--- src/rtl/hub75_capture.sv ---
// HUB75 receive side: oversamples the panel lines and rebuilds each latched line into a parallel word.
// Optional build macro HUB75_CAP_OE_STATS_EN adds oe_cycles (clk_in cycles with OE asserted per line).
module hub75_capture #(
    parameter int PIXELS_PER_LINE = 64,
    parameter int ADDR_W          = 5
) (
    input  logic                         clk_in,
    input  logic                         rst_in,
    input  logic                         hub75_clk,
    input  logic                         hub75_latch,
    input  logic                         hub75_OE,
    input  logic [ADDR_W-1:0]            hub75_addr,
    input  logic [2:0]                   hub75_rgb0,
    input  logic [2:0]                   hub75_rgb1,
    output logic [3*PIXELS_PER_LINE-1:0] line_rgb0,
    output logic [3*PIXELS_PER_LINE-1:0] line_rgb1,
    output logic [ADDR_W-1:0]            line_addr,
    output logic                         line_count_err,
    output logic                         tvalid,
    input  logic                         tready,
`ifdef HUB75_CAP_OE_STATS_EN
    output logic [15:0]                  oe_cycles,
`endif
    output logic                         overrun
);

    localparam int SW    = 9 + ADDR_W;
    localparam int LW    = 3 * PIXELS_PER_LINE;
    localparam int IDX_W = $clog2(PIXELS_PER_LINE + 2);
    localparam logic [IDX_W-1:0] IDX_FULL = IDX_W'(PIXELS_PER_LINE);
    localparam logic [IDX_W-1:0] IDX_OVF  = IDX_W'(PIXELS_PER_LINE + 1);

    typedef enum logic {ST_IDLE, ST_SHIFT} state_t;

    // Sync vector layout: {clk, latch, OE, addr, rgb0, rgb1}
    logic [SW-1:0]       r_s1, r_s2, r_s3;
    logic                r_clk_rise, r_latch_rise;
    logic [LW-1:0]       r_buf0, r_buf1;
    logic [IDX_W-1:0]    r_idx;
    state_t              r_state;

    logic                w_oe;
    logic [ADDR_W-1:0]   w_addr;
    logic [2:0]          w_rgb0, w_rgb1;
    logic [LW-1:0]       w_buf0_nx, w_buf1_nx;
    logic [IDX_W-1:0]    w_idx_nx;
    logic                w_slot_free;
    state_t              w_state_nx;

    // r_s3 is both the edge-detect history and the data stage aligned with r_*_rise
    assign w_oe   = r_s3[6+ADDR_W];
    assign w_addr = r_s3[6 +: ADDR_W];
    assign w_rgb0 = r_s3[5:3];
    assign w_rgb1 = r_s3[2:0];

    always_comb begin
        w_state_nx  = r_state;
        w_slot_free = !tvalid || tready;
        case (r_state)
            ST_IDLE:  if (r_clk_rise && !r_latch_rise) w_state_nx = ST_SHIFT;
            ST_SHIFT: if (r_latch_rise) w_state_nx = ST_IDLE;
            default:  w_state_nx = ST_IDLE;
        endcase
    end

    // Shift is folded in ahead of the latch so a same-cycle pixel lands in the published word
    always_comb begin
        w_buf0_nx = r_buf0;
        w_buf1_nx = r_buf1;
        w_idx_nx  = r_idx;
        if (r_clk_rise) begin
            for (int i = 0; i < PIXELS_PER_LINE; i++) begin
                if (r_idx == IDX_W'(i)) begin
                    w_buf0_nx[3*i +: 3] = w_rgb0;
                    w_buf1_nx[3*i +: 3] = w_rgb1;
                end
            end
            if (r_idx != IDX_OVF) w_idx_nx = r_idx + IDX_W'(1);
        end
    end

    always_ff @(posedge clk_in) begin
        if (!rst_in) begin
            r_s1           <= '0;
            r_s2           <= '0;
            r_s3           <= '0;
            r_clk_rise     <= 1'b0;
            r_latch_rise   <= 1'b0;
            r_buf0         <= '0;
            r_buf1         <= '0;
            r_idx          <= '0;
            r_state        <= ST_IDLE;
            line_rgb0      <= '0;
            line_rgb1      <= '0;
            line_addr      <= '0;
            line_count_err <= 1'b0;
            tvalid         <= 1'b0;
            overrun        <= 1'b0;
        end else begin
            r_s1         <= {hub75_clk, hub75_latch, hub75_OE, hub75_addr, hub75_rgb0, hub75_rgb1};
            r_s2         <= r_s1;
            r_s3         <= r_s2;
            r_clk_rise   <= r_s2[SW-1] & ~r_s3[SW-1];
            r_latch_rise <= r_s2[SW-2] & ~r_s3[SW-2];
            r_state      <= w_state_nx;
            if (r_latch_rise) begin
                if (w_slot_free) begin
                    line_rgb0      <= w_buf0_nx;
                    line_rgb1      <= w_buf1_nx;
                    line_addr      <= w_addr;
                    line_count_err <= (w_idx_nx != IDX_FULL);
                    tvalid         <= 1'b1;
                end else begin
                    overrun <= 1'b1;
                end
                r_buf0 <= '0;
                r_buf1 <= '0;
                r_idx  <= '0;
            end else begin
                r_buf0 <= w_buf0_nx;
                r_buf1 <= w_buf1_nx;
                r_idx  <= w_idx_nx;
                if (tvalid && tready) tvalid <= 1'b0;
            end
        end
    end

`ifdef HUB75_CAP_OE_STATS_EN
    logic [15:0] r_oe_cnt;

    always_ff @(posedge clk_in) begin
        if (!rst_in) begin
            r_oe_cnt  <= '0;
            oe_cycles <= '0;
        end else if (r_latch_rise) begin
            r_oe_cnt <= '0;
            if (w_slot_free) oe_cycles <= r_oe_cnt;
        end else if (!w_oe && r_oe_cnt != 16'hFFFF) begin
            r_oe_cnt <= r_oe_cnt + 16'd1;
        end
    end
`else
    logic w_oe_unused;
    assign w_oe_unused = w_oe;
`endif

endmodule

--- config.mk ---
export PLATFORM = sky130hd
export DESIGN_NAME = hub75_capture
export DESIGN_NICKNAME = d
export VERILOG_FILES = /design/src/rtl/hub75_capture.sv
export SDC_FILE = /design/constraint.sdc
export NUM_CORES = 1
export LEC_CHECK = 0
export ABC_AREA = 1
export CORE_MARGIN = 2
export CORE_UTILIZATION = 43
export DETAILED_ROUTE_END_ITERATION = 10
export SETUP_SLACK_MARGIN = 0.05
export SLEW_MARGIN = 0
export SYNTH_ARGS = -nofsm -noshare
export SYNTH_HDL_FRONTEND = slang
export SYNTH_SLANG_ARGS = --single-unit
--- constraint.sdc ---
create_clock -name clk_in -period 2 [get_ports clk_in]
set_clock_uncertainty 0.05 [all_clocks]
set_input_delay 0.2 -clock clk_in [delete_from_list [all_inputs] [get_ports clk_in]]
set_output_delay 0.2 -clock clk_in [all_outputs]
set_load 0.05 [all_outputs]
Word-level counts from Yosys, hierarchy flattened --
Index checks and enable logic that the tools add are counted.
Word-level totals: logic and storage cells 231, register bits 827, output and inout port bits 392
Cells by class: equal/unequal tests 66, add/sub/neg operators 1, multiplexer cells 135, bitwise gates (word level) 6, reductions and logical operators 9
Operators by type and width (number):
- 2-to-1 mux 192 bit | 2
- 2-to-1 mux 3 bit | 128
- == test 7 x 6 -> 1 bit (second input constant) | 32
- == test 7 x 5 -> 1 bit (second input constant) | 16
- == test 7 x 4 -> 1 bit (second input constant) | 8
- == test 7 x 3 -> 1 bit (second input constant) | 4
- == test 7 x 2 -> 1 bit (second input constant) | 2
- 2-to-1 mux 7 bit | 2
- != test 7 bit (second input constant) | 2
- adder 7 x 1 -> 7 bit (second input constant) | 1
- == test 7 x 1 -> 1 bit (second input constant) | 1
- logical NOT 7 bit | 1
- AND reduction 2 bit | 3
- NOT 1 bit | 4
- 2-to-1 mux 1 bit | 3
- AND 1 bit | 2
- != test 2 x 1 -> 1 bit (second input constant) | 1
- nonzero test 2 bit | 1
- OR reduction 2 bit | 1
- logical AND 1 bit | 1
- logical NOT 1 bit | 1
- logical OR 1 bit | 1

Depth between registers and ports, before layout --
depth in word-level cells 4, depth in mapped cells 11, gate-level depth less buffers 11

Worst setup path after synthesis --
Ideal clock, no wire load.
kind register to register, start register tvalid, end register line_rgb0[108], path buffers 3, period minus slack after synthesis 1810 ps, setup slack 190 ps, stages on the path, launching flop included 8, data required time 1833 ps, arrival time 1643 ps, cells stage by stage dfxtp_1 a21oi_1 buf_2 clkbuf_1 clkbuf_1 nand3_1 o211ai_1 inv_1
On the way: word-level cells in the longest chain between the ends 3
RTL lines:
- start: declaration | line 19 | output logic tvalid,
- start signal: assignment | line 97 | tvalid <= 1'b0;
- start signal: assignment | line 112 | tvalid <= 1'b1;
- start signal: assignment | line 123 | if (tvalid && tready) tvalid <= 1'b0;
- logical NOT 1 bit | line 58 | w_slot_free = !tvalid || tready;
- logical OR 1 bit | line 58
- AND reduction 2 bit (no source line)
- end signal: assignment | line 108 | line_rgb0 <= w_buf0_nx;
- end: declaration | line 15 | output logic [3*PIXELS_PER_LINE-1:0] line_rgb0,
No other way between the ends. A chain may end at the register's enable or synchronous reset.

Worst setup path after layout --
start register line_rgb0[157], end output port line_rgb0[157]
No word-level cell between the ends.

==> flow_summary.toml <==
[power_and_ir_drop]
power.leakage_nw = 19.80
fin_total_pwr_mw = 36.34
p_per_area_nw_per_um2 = 909.8
ir_drop_mv = 0.7386

[drt]
drt-initial-drc-count = 1611
vias_per_cell = 4.979
dr.pass1.iters = 6
ant_nets = 0
postRouteWirelength_um = 88210
drc = 0
vias = 26120
detail_route.wl_per_cell_um = 16.81

[worst_setup_path]
worstPathArrival_ns = 1.64
critPathLaunchType = "register"
cp_num_buf_inv = 1
cpPeakStageDelay_ns = 0.58
crit_required_ns = 1.75
path_cells = "dlygate4sd2_1"
crit_family = "buffers and inverters"
crit_type = "reg2out"
crit_path_top_delay_cell = "dlygate4sd2_1"
cp_max_fo = 2
end_kind = "output pin"

[floorplanning]
io_pins = 409
core_um2 = 70270
die_x_um = 270.8
die_area_um2 = 73330
die_y_um = 270.8
core.rowCount = 97
initial_core_util = 0.4356

[logic_synthesis]
avgSynthCellArea_um2 = 8.014
syn-cell-area_um2 = 30610
yosys_warnings = 0
syn-num-nets = 3840
synth_seq_cells = 824
ys_seq_area_frac = 0.5390
netlist_instances = 3819
yosysUniqueCellTypes = 24

[cells_and_area]
area_delta_synth_final_pct = 30.50
fin_nets = 4260
design_area_um2 = 39940
drive_gt1_frac = 0.1068

[global_routing]
grt_pass1_wl_um = 137300
first_global_vias = 24110
antenna_found_initial = 1
grt_max_degree = 112
grt_usage = 0.2335
grt.overflow.total = 0

[clock_tree]
clock-sinks = 824
h-tree-depth = 3
cts_buffer_depth = 3
clkTransAtPathRegs_ns = 0.06
clkLatencyLatePin_ns = 0.65
cts_root_buf = "clkbuf_16"
cts_tree = "built"
cts_buffers = 88

[timing]
finalHoldViolCount = 0
fmax_mhz = 529.5
fin_crit_sh = 0.9442
final.min_clock_period_ns = 1.888
tightestPinTransition_ns = 0.6278
rsz0062_at_grt = "true"
drv_slew = 0
setup_viol = 0
max-slew-margin-rel = 0.5831

[placement]
dpl_cell_area_um2 = 36670
hpwl_um = 56510
gp_congestion = 0.7696
io_buffers = 407

[hold_path]
hp-class = "in2reg"

[run]
max-cap-violations = 0

[run_status]
status = "completed"
## what timing repair did
action	4_1_cts	5_1_grt
setup buffers	6	17
hold buffers	10	0
pin swaps	7	5
endpoints found under the hold margin	30	0
gates cloned	0	2
resized for setup	434	102
endpoints found under the setup margin	553	316
## metrics by stage
| step | std cells | setup slack (ns) | hold slack, ns | utilization | TNS [ns] |
|---|---|---|---|---|---|
| after floorplan | 3819 | 0.1905 | 0.2476 | - | 0 |
| after global placement | 5054 | -0.08579 | 0.3236 | 0.5219 | -0.9144 |
| after detailed placement | 5054 | -0.1212 | 0.3271 | 0.5219 | -2.270 |
| after CTS | 5227 | 0.01043 | 0.005526 | 0.5617 | 0 |
| after global routing | 5246 | 0.03356 | 0.03536 | 0.5684 | 0 |
| final | 5247 | 0.1116 | 0.04304 | 0.5684 | 0 |
## synthesized netlist by cell type (all sizes together)
cell	count	area (µm²)
a21o	20	150.1
o21a	1	7.510
dfxtp	824	16500
nand2	664	2557
nand3	446	2232
o211ai	364	2733
buf	110	516.8
nor2	207	872.1
nor3	5	58.81
xor2	1	8.760
ha	4	50.05
a21oi	223	1116
o21ai	191	955.9
nand3b	1	7.510
inv	600	2252
clkbuf	158	593.1
## state kept, by name, indices dropped and copies added, names as in the netlist, 5 cells and up
| name | flops |
|---|---|
| r_s1 | 13 |
| line_addr | 5 |
| r_buf0 | 192 |
| r_s2 | 13 |
| r_idx | 7 |
| r_buf1 | 192 |
| r_s3 | 13 |
| line_rgb0 | 192 |
| line_rgb1 | 192 |
## cell usage in the layout (no fill, tap or decap), types with 4 or more instances in the layout
| cell type | instances |
|---|---|
| dfxtp_2 | 7 |
| clkbuf_1 | 23 |
| a21o_1 | 20 |
| buf_12 | 64 |
| o21ai_0 | 53 |
| dfxtp_4 | 6 |
| clkinv_2 | 10 |
| dfxtp_1 | 811 |
| nor2_4 | 14 |
| o211ai_1 | 364 |
| clkdlybuf4s50_1 | 14 |
| o21ai_1 | 104 |
| dlygate4sd2_1 | 378 |
| buf_4 | 127 |
| o21ai_2 | 33 |
| nor3_4 | 4 |
| nand3_1 | 445 |
| nand2_1 | 607 |
| a21oi_1 | 222 |
| nand2_4 | 12 |
| clkbuf_8 | 18 |
| nor2_1 | 191 |
| clkbuf_16 | 90 |
| nand2_2 | 45 |
| inv_1 | 598 |
| dlygate4sd3_1 | 10 |
| bufinv_16 | 10 |
## power by group
part	total, mW	switching (mW)	internal (mW)
registers	16.9	0.215	16.7
logic	2.48	1.84	0.644
clock network	16.9	6.78	10.1
## logic make-up after synthesis
| group | synth area share |
|---|---|
| compound gates | 0.1621 |
| fa+ha+maj | 0.001635 |
| flops | 0.5390 |
| simple gates | 0.1871 |
| buf+inv | 0.1098 |
| xor+xnor | 0.0002862 |
## routing by layer
| layer | wire length [µm] | track usage | part of all wire |
|---|---|---|---|
| met1 | 40670 | 0.3129 | 0.46 |
| met3 | 4618 | 0.04571 | 0.052 |
| met2 | 40710 | 0.3826 | 0.46 |
| met4 | 2212 | 0.06484 | 0.025 |
| met5 | 0 | 0 | 0 |
## final timing paths
kind | slack (ns) | end | cells past startpoint | startpoint
min reg2reg | 0.33 | r_clk_rise | 1 | r_s3[13]
min | 0.04 | r_s1[1] | 3 | hub75_rgb1[1]
max reg2reg | 0.14 | line_rgb1[78] | 10 | r_idx[0]
max | 0.11 | line_rgb0[157] | 1 | line_rgb0[157]
## area by class of cell
type                            instances  area [µm²]
Clock buffer                          129        2536
Timing Repair Buffer                  598        5877
Antenna cell                            1       2.502
Sequential cell                       824       16530
Clock inverter                         28       493.0
Inverter                              600        2252
Multi-Input combinational cell       2127       11080
Fill cell                            6578       30330
Tap cell                              940        1176
(Power assumes the default switching activity.)
